### src/rtl/ex_stage_pkg.sv
// Shared encodings for the execute stage: ALU opcodes, R-type funct codes,
// multiplier FSM states and default datapath widths.
package ex_stage_pkg;

  localparam int WIDTH_DEF = 16;
  localparam int REGW_DEF  = 3;

  typedef enum logic [1:0] {
    ALUOP_ADD   = 2'b00,
    ALUOP_SUB   = 2'b01,
    ALUOP_RTYPE = 2'b10,
    ALUOP_ADD2  = 2'b11
  } aluop_e;

  typedef enum logic [2:0] {
    FUNCT_ADD = 3'b000,
    FUNCT_SUB = 3'b001,
    FUNCT_AND = 3'b010,
    FUNCT_OR  = 3'b011,
    FUNCT_SLT = 3'b100,
    FUNCT_SLL = 3'b101,
    FUNCT_MUL = 3'b110,
    FUNCT_NOR = 3'b111
  } funct_e;

  typedef enum logic [1:0] {
    MUL_IDLE = 2'b00,
    MUL_BUSY = 2'b01,
    MUL_DONE = 2'b10
  } mul_state_e;

endpackage

### src/rtl/ex_multiplier.sv
// Iterative shift-add multiplier: one partial product per edge, WIDTH edges
// in BUSY, then a single DONE cycle in which the product is presented.
module ex_multiplier
  import ex_stage_pkg::*;
#(
  parameter int WIDTH = WIDTH_DEF
) (
  input  logic             clk,
  input  logic             rst_n,
  input  logic             en,
  input  logic             start,
  input  logic [WIDTH-1:0] multiplicand,
  input  logic [WIDTH-1:0] multiplier,
  output logic             idle,
  output logic             busy,
  output logic             done,
  output logic [WIDTH-1:0] product
);

  localparam int CW = $clog2(WIDTH + 1);

  mul_state_e       state_r;
  mul_state_e       state_nxt_s;
  logic [CW-1:0]    cnt_r;
  logic [WIDTH-1:0] mcand_r;
  logic [WIDTH-1:0] mplier_r;
  logic [WIDTH-1:0] acc_r;

  // FSM state register; en low freezes the whole multiplier
  always_ff @(negedge clk) begin
    if (!rst_n) begin
      state_r <= MUL_IDLE;
    end else if (en) begin
      state_r <= state_nxt_s;
    end
  end

  // Next-state logic; BUSY leaves on the edge that brings the count to zero
  always_comb begin
    state_nxt_s = state_r;
    case (state_r)
      MUL_IDLE: begin
        if (start) state_nxt_s = MUL_BUSY;
        else       state_nxt_s = MUL_IDLE;
      end
      MUL_BUSY: begin
        if (cnt_r == CW'(1)) state_nxt_s = MUL_DONE;
        else                 state_nxt_s = MUL_BUSY;
      end
      MUL_DONE: state_nxt_s = MUL_IDLE;
      default:  state_nxt_s = MUL_IDLE;
    endcase
  end

  // Shift-add datapath: operands latched on start, one step per BUSY edge
  always_ff @(negedge clk) begin
    if (!rst_n) begin
      cnt_r    <= {CW{1'b0}};
      mcand_r  <= {WIDTH{1'b0}};
      mplier_r <= {WIDTH{1'b0}};
      acc_r    <= {WIDTH{1'b0}};
    end else if (en) begin
      case (state_r)
        MUL_IDLE: begin
          if (start) begin
            cnt_r    <= CW'(WIDTH);
            mcand_r  <= multiplicand;
            mplier_r <= multiplier;
            acc_r    <= {WIDTH{1'b0}};
          end
        end
        MUL_BUSY: begin
          if (mplier_r[0]) acc_r <= acc_r + mcand_r;
          mcand_r  <= mcand_r << 1;
          mplier_r <= mplier_r >> 1;
          cnt_r    <= cnt_r - CW'(1);
        end
        default: ;
      endcase
    end
  end

  // Status decode and product output
  always_comb begin
    idle    = (state_r == MUL_IDLE);
    busy    = (state_r == MUL_BUSY);
    done    = (state_r == MUL_DONE);
    product = acc_r;
  end

endmodule

### src/rtl/ex_stage.sv
// Execute stage: ALU, branch-target adder, destination mux and EX/MEM
// register, with a multi-cycle multiplier that stalls the upstream stages.
module ex_stage
  import ex_stage_pkg::*;
#(
  parameter int WIDTH = WIDTH_DEF,
  parameter int REGW  = REGW_DEF
) (
  input  logic             clk,
  input  logic             rst_n,
  input  logic             hit_in,
  input  logic [WIDTH-1:0] adder_in,
  input  logic [WIDTH-1:0] sign_extended_input,
  input  logic [WIDTH-1:0] regfile_read_data_1_in,
  input  logic [WIDTH-1:0] regfile_read_data_2_in,
  input  logic [REGW-1:0]  rt_in,
  input  logic [REGW-1:0]  rd_in,
  input  logic [1:0]       ALUOp_in,
  input  logic             RegDst_in,
  input  logic             ALUSrc_in,
  input  logic             MemToReg_in,
  input  logic             RegWrite_in,
  input  logic             MemRead_in,
  input  logic             MemWrite_in,
  input  logic             Branch_in,
  output logic [WIDTH-1:0] branch_target_out,
  output logic             zero_out,
  output logic [WIDTH-1:0] alu_result_out,
  output logic [WIDTH-1:0] write_data_out,
  output logic [REGW-1:0]  write_reg_out,
  output logic             MemToReg_out,
  output logic             RegWrite_out,
  output logic             MemRead_out,
  output logic             MemWrite_out,
  output logic             Branch_out,
  output logic             stall_out
);

  logic [WIDTH-1:0] op_b_s;
  logic [WIDTH-1:0] alu_res_s;
  logic [WIDTH-1:0] ex_res_s;
  logic [WIDTH-1:0] product_s;
  funct_e           funct_s;
  logic             mul_req_s;
  logic             mul_idle_s;
  logic             mul_busy_s;
  logic             mul_done_s;

  // Operand select, funct decode and stall generation
  always_comb begin
    op_b_s    = ALUSrc_in ? sign_extended_input : regfile_read_data_2_in;
    funct_s   = funct_e'(sign_extended_input[2:0]);
    mul_req_s = (ALUOp_in == ALUOP_RTYPE) && (funct_s == FUNCT_MUL);
    stall_out = (mul_req_s && mul_idle_s) || mul_busy_s;
  end

  // ALU; the mul funct yields zero here because its result comes from the multiplier
  always_comb begin
    alu_res_s = {WIDTH{1'b0}};
    case (ALUOp_in)
      ALUOP_SUB: alu_res_s = regfile_read_data_1_in - op_b_s;
      ALUOP_RTYPE: begin
        case (funct_s)
          FUNCT_ADD: alu_res_s = regfile_read_data_1_in + op_b_s;
          FUNCT_SUB: alu_res_s = regfile_read_data_1_in - op_b_s;
          FUNCT_AND: alu_res_s = regfile_read_data_1_in & op_b_s;
          FUNCT_OR:  alu_res_s = regfile_read_data_1_in | op_b_s;
          FUNCT_SLT: alu_res_s = {{(WIDTH-1){1'b0}},
                                  ($signed(regfile_read_data_1_in) < $signed(op_b_s))};
          FUNCT_SLL: alu_res_s = regfile_read_data_1_in << op_b_s[3:0];
          FUNCT_NOR: alu_res_s = ~(regfile_read_data_1_in | op_b_s);
          default:   alu_res_s = {WIDTH{1'b0}};
        endcase
      end
      default: alu_res_s = regfile_read_data_1_in + op_b_s;
    endcase
    ex_res_s = mul_done_s ? product_s : alu_res_s;
  end

  ex_multiplier #(.WIDTH(WIDTH)) u_mul (
    .clk          (clk),
    .rst_n        (rst_n),
    .en           (hit_in),
    .start        (mul_req_s && mul_idle_s),
    .multiplicand (regfile_read_data_1_in),
    .multiplier   (op_b_s),
    .idle         (mul_idle_s),
    .busy         (mul_busy_s),
    .done         (mul_done_s),
    .product      (product_s)
  );

  // EX/MEM register: bubbles while stalled, data fields hold across a bubble
  always_ff @(negedge clk) begin
    if (!rst_n) begin
      branch_target_out <= {WIDTH{1'b0}};
      zero_out          <= 1'b0;
      alu_result_out    <= {WIDTH{1'b0}};
      write_data_out    <= {WIDTH{1'b0}};
      write_reg_out     <= {REGW{1'b0}};
      MemToReg_out      <= 1'b0;
      RegWrite_out      <= 1'b0;
      MemRead_out       <= 1'b0;
      MemWrite_out      <= 1'b0;
      Branch_out        <= 1'b0;
    end else if (hit_in) begin
      if (stall_out) begin
        MemToReg_out <= 1'b0;
        RegWrite_out <= 1'b0;
        MemRead_out  <= 1'b0;
        MemWrite_out <= 1'b0;
        Branch_out   <= 1'b0;
      end else begin
        branch_target_out <= adder_in + sign_extended_input;
        zero_out          <= (ex_res_s == {WIDTH{1'b0}});
        alu_result_out    <= ex_res_s;
        write_data_out    <= regfile_read_data_2_in;
        write_reg_out     <= RegDst_in ? rd_in : rt_in;
        MemToReg_out      <= MemToReg_in;
        RegWrite_out      <= RegWrite_in;
        MemRead_out       <= MemRead_in;
        MemWrite_out      <= MemWrite_in;
        Branch_out        <= Branch_in;
      end
    end
  end

endmodule

### config.mk
export PLATFORM = sky130hd
export DESIGN_NAME = ex_stage
export DESIGN_NICKNAME = d
export VERILOG_FILES = /design/src/rtl/ex_stage_pkg.sv /design/src/rtl/ex_multiplier.sv /design/src/rtl/ex_stage.sv
export SDC_FILE = /design/constraint.sdc
export NUM_CORES = 1
export LEC_CHECK = 0
export CORE_ASPECT_RATIO = 1.4
export CORE_MARGIN = 3
export CORE_UTILIZATION = 45
export DETAILED_ROUTE_END_ITERATION = 8
export GPL_TIMING_DRIVEN = 0
export PLACE_DENSITY = 0.68
export SYNTH_ARGS = -nofsm -noshare
export SYNTH_HDL_FRONTEND = slang
export SYNTH_SLANG_ARGS = --single-unit
### constraint.sdc
create_clock -name clk -period 7.6 [get_ports clk]
set_clock_uncertainty 0.15 [all_clocks]
set_input_delay 1.52 -clock clk [delete_from_list [all_inputs] [get_ports clk]]
set_output_delay 1.52 -clock clk [all_outputs]
set_load 0.01 [all_outputs]
==> impl_metrics.py <==
metrics = {
    "setup_path": {
        "cp_slowest_stage_delay_ns": 0.54,
        "critical_path_class": "input pin to flip-flop",
        "cp.arrival_ns": 5.25,
        "critPathMostFrequentCell": "buf_12",
        "path_max_fanout": 4,
        "startpoint": "ALUSrc_in",
        "rr_startpoint": "u_mul.product[1]",
        "startpoint_type": "input pin",
        "crit_chain": "buf_12 -> mux2i_4 -> buf_6 -> buf_12 -> inv_8 -> ha_4 -> inv_2 -> fa_2 -> nand2b_1 -> a211o_1 -> a21oi_2 -> nor2_2 -> xnor2_2 -> a221oi_2 -> a31oi_2 -> or3b_1 -> or4b_1 -> o31ai_2",
        "crit_buf_inv": 5,
        "worstPathRequired_ns": 3.99,
        "worst_setup_path_end_kind": "flip-flop",
        "crit_family": "compound AO/OA/AOI/OAI gates",
        "critPathSlowestCell": "or4b_1",
    },
    "outcome": {
        "violations": "negative setup slack",
        "status": "complete, but fails checks",
    },
    "drt": {
        "dr.first_iter.drc_count": 769,
        "drc": 0,
        "wire_per_inst_um": 21.72,
        "first_pass_iters": 5,
        "vias": 10830,
        "via_per_inst": 5.947,
        "antenna_left": 0,
        "routed_wl_um": 39560,
    },
    "flow_run": {
        "drv_cap": 0,
    },
    "cts": {
        "cts_sinks": 112,
        "htreeDepth": 3,
        "cts_made_buffers": 9,
        "clock_latency_ns": 0.44,
        "clkTransAtPathRegs_ns": 0.04,
        "cts_max_path_buffers": 2,
        "cts-root-buf": "clkbuf_16",
        "cts_tree": "yes",
    },
    "sta": {
        "grt_setup_unrepaired": "yes",
        "setup_viol": 17,
        "final.setup.worst_slack_ns": -1.261,
        "slew_violations": 0,
        "fin_tns_setup_ns": -10.20,
        "slew_headroom_pct": 45.60,
        "holdWs_ns": 0.3112,
        "worst_pin_slew_ns": 0.8130,
        "finalHoldViolations": 0,
    },
    "layout": {
        "design_area_um2": 13780,
        "post-route-util_pct": 64.99,
        "drive_above_1_share_pct": 17.87,
        "fill_cells": 1843,
        "seq_area_um2": 2242,
        "multi_input_area_um2": 7836,
        "final_nets": 1734,
        "areaGrowthSynthToFinish_pct": 41.86,
        "num_antenna_cells": 0,
    },
    "logic_synthesis": {
        "ys_async_sr_fraction_pct": 0,
        "synth_common_cells": "147 x nand2_1, 112 x dfxtp_1, 92 x ha_1",
        "syn_avg_cell_area_um2": 7.911,
        "ys_seq_area_share_pct": 23.08,
        "syn_area_um2": 9714,
        "synth_top_area_cell": "dfxtp_1",
        "synth_enable_flop_cells": 0,
        "yosysMostFrequentCell": "nand2_1",
        "syn-num-nets": 1406,
        "syn-instance-count": 1228,
        "ys.flop_type": "dfxtp_1",
        "synth.top_cell.area_share_pct": 23.08,
        "synth-warning-count": 0,
        "yosysUniqueCellTypes": 78,
        "ys_ff_latch": 112,
        "ys_top_cells_by_area": "dfxtp_1 23%, ha_1 12%, nand2_1 5.7%, mux2i_1 5.2%, a21oi_1 3.9%",
    },
    "floorplan": {
        "io_pins": 140,
        "core-area_um2": 21200,
        "start_util_pct": 45.81,
        "dieHeight_um": 179.8,
        "rows": 63,
        "die_w_um": 130.2,
        "fp.dieArea_um2": 23410,
    },
    "place": {
        "dp_hpwl_um": 30040,
        "dpl_cell_area_um2": 11540,
        "place_congestion": 1.015,
        "io_buffers": 138,
    },
    "global_route": {
        "grt_pass1_wl_um": 58630,
        "grt-ovfl-total": 0,
        "antenna_found_initial": 0,
        "grt_max_degree": 25,
        "track_usage_pct": 32.46,
        "grt_pass1_vias": 10970,
    },
    "min_path": {
        "hold_start": "write_data_out[7]",
        "hp-class": "flip-flop to flip-flop",
    },
    "power_and_ir_drop": {
        "cellLeakagePower_nw": 6.313,
        "vdd_drop_max_mv": 0.1174,
        "powerDensity_nw_per_um2": 165.3,
    },
}
worst min-delay path, delay by kind of cell, from the launching register on:
kind	cells	cell delay [ns]
AND/OR/NAND/NOR	1	0.04
AO/OA/AOI/OAI	1	0.06
flip-flops	1	0.30
per-stage QoR:
stage	power, mW	std cells	setup WS, ns
3_5_place_dp	1.417	1626	-2.672
5_1_grt	2.410	1821	-1.307
3_3_place_gp	1.413	1626	-2.614
2_1_floorplan	1.139	1228	-1.383
6_report	2.277	1821	-1.261
4_1_cts	2.232	1803	-1.185
power breakdown:
| group | switching (mW) | total [mW] | internal (mW) | leakage (nW) |
|---|---|---|---|---|
| Sequential | 0.0164 | 0.637 | 0.620 | 0.913 |
| Clock | 0.441 | 0.770 | 0.329 | 0.760 |
| Combinational | 0.480 | 0.871 | 0.391 | 4.64 |
| Total | 0.937 | 2.28 | 1.34 | 6.31 |
registers in the layout, summed over array words and instances (netlist names):
signal	count
Branch_out	1
MemRead_out	1
MemToReg_out	1
MemWrite_out	1
RegWrite_out	1
alu_result_out	16
branch_target_out	16
u_mul.cnt_r	5
u_mul.mcand_r	16
u_mul.mplier_r	16
u_mul.product	16
u_mul.state_r	2
write_data_out	16
write_reg_out	3
zero_out	1
cells by family (layout without fill, tap and decap cells):
family                     count (synthesis)  count (layout)  synth area share (%)
and+or+nand+nor                          405             405                 19.87
AOI/OAI and AO/OA                        362             362                 25.68
muxes                                     68              68                 8.771
DFF                                      112             112                 23.08
buffers and inverters                    134             467                 5.319
adders and majority gates                 96              96                 12.67
xor gates and xnor gates                  51              51                 4.598
routing by layer:
metal | part of all wire (%) | track usage, % | vias to the layer above
li1 | - | - | 5074
met1 | 38 | 35.13 | 5169
met2 | 50 | 56.45 | 440
met3 | 5.6 | 6.243 | 146
met4 | 6.4 | 20.72 | 0
met5 | 0 | 0 | -
worst paths after layout:
kind                            depth (start not counted)  slack (ns)                 to
worst max-delay path                                   18       -1.26           zero_out
worst max register to register                         11        4.30  u_mul.product[15]
worst min register to register                          2        0.31  write_data_out[7]
worst min-delay path                                    2        0.31  write_data_out[7]
cell usage in the layout, fill, tap and decap left out, types with 19 or more instances in the layout:
cell	netlist	routed
a21oi_1	76	65
a22oi_1	20	19
buf_4	0	65
nor2_1	81	76
nand2_1	147	145
o211a_1	21	21
nand3_1	23	22
clkbuf_2	0	19
dfxtp_1	112	112
mux2i_1	50	40
a21boi_0	36	27
nor2b_1	52	50
o21ai_0	59	44
clkdlybuf4s50_1	0	111
ha_1	92	76
clkbuf_1	61	34
inv_1	61	165
xnor2_1	38	31
a211oi_1	27	24
nor3_1	29	22
cell type report:
class	count	area share, %
plain buffers	66	3.005
clock buffers	9	1.634
clock inverters	119	3.822
inverters	62	1.807
multi-input cells	982	56.86
flip-flops and latches	112	16.27
well taps	260	2.361
repair buffers	211	14.24
what timing repair did:
action | 4_1_cts | 5_1_grt
endpoints found under the setup margin | 111 | 86
pin swaps | 58 | 48
hold buffers | 0 | 0
endpoints found under the hold margin | 0 | 0
resized for setup | 209 | 67
buffers inserted | 53 | 22
No activity file was read; power rests on OpenSTA's default activity.
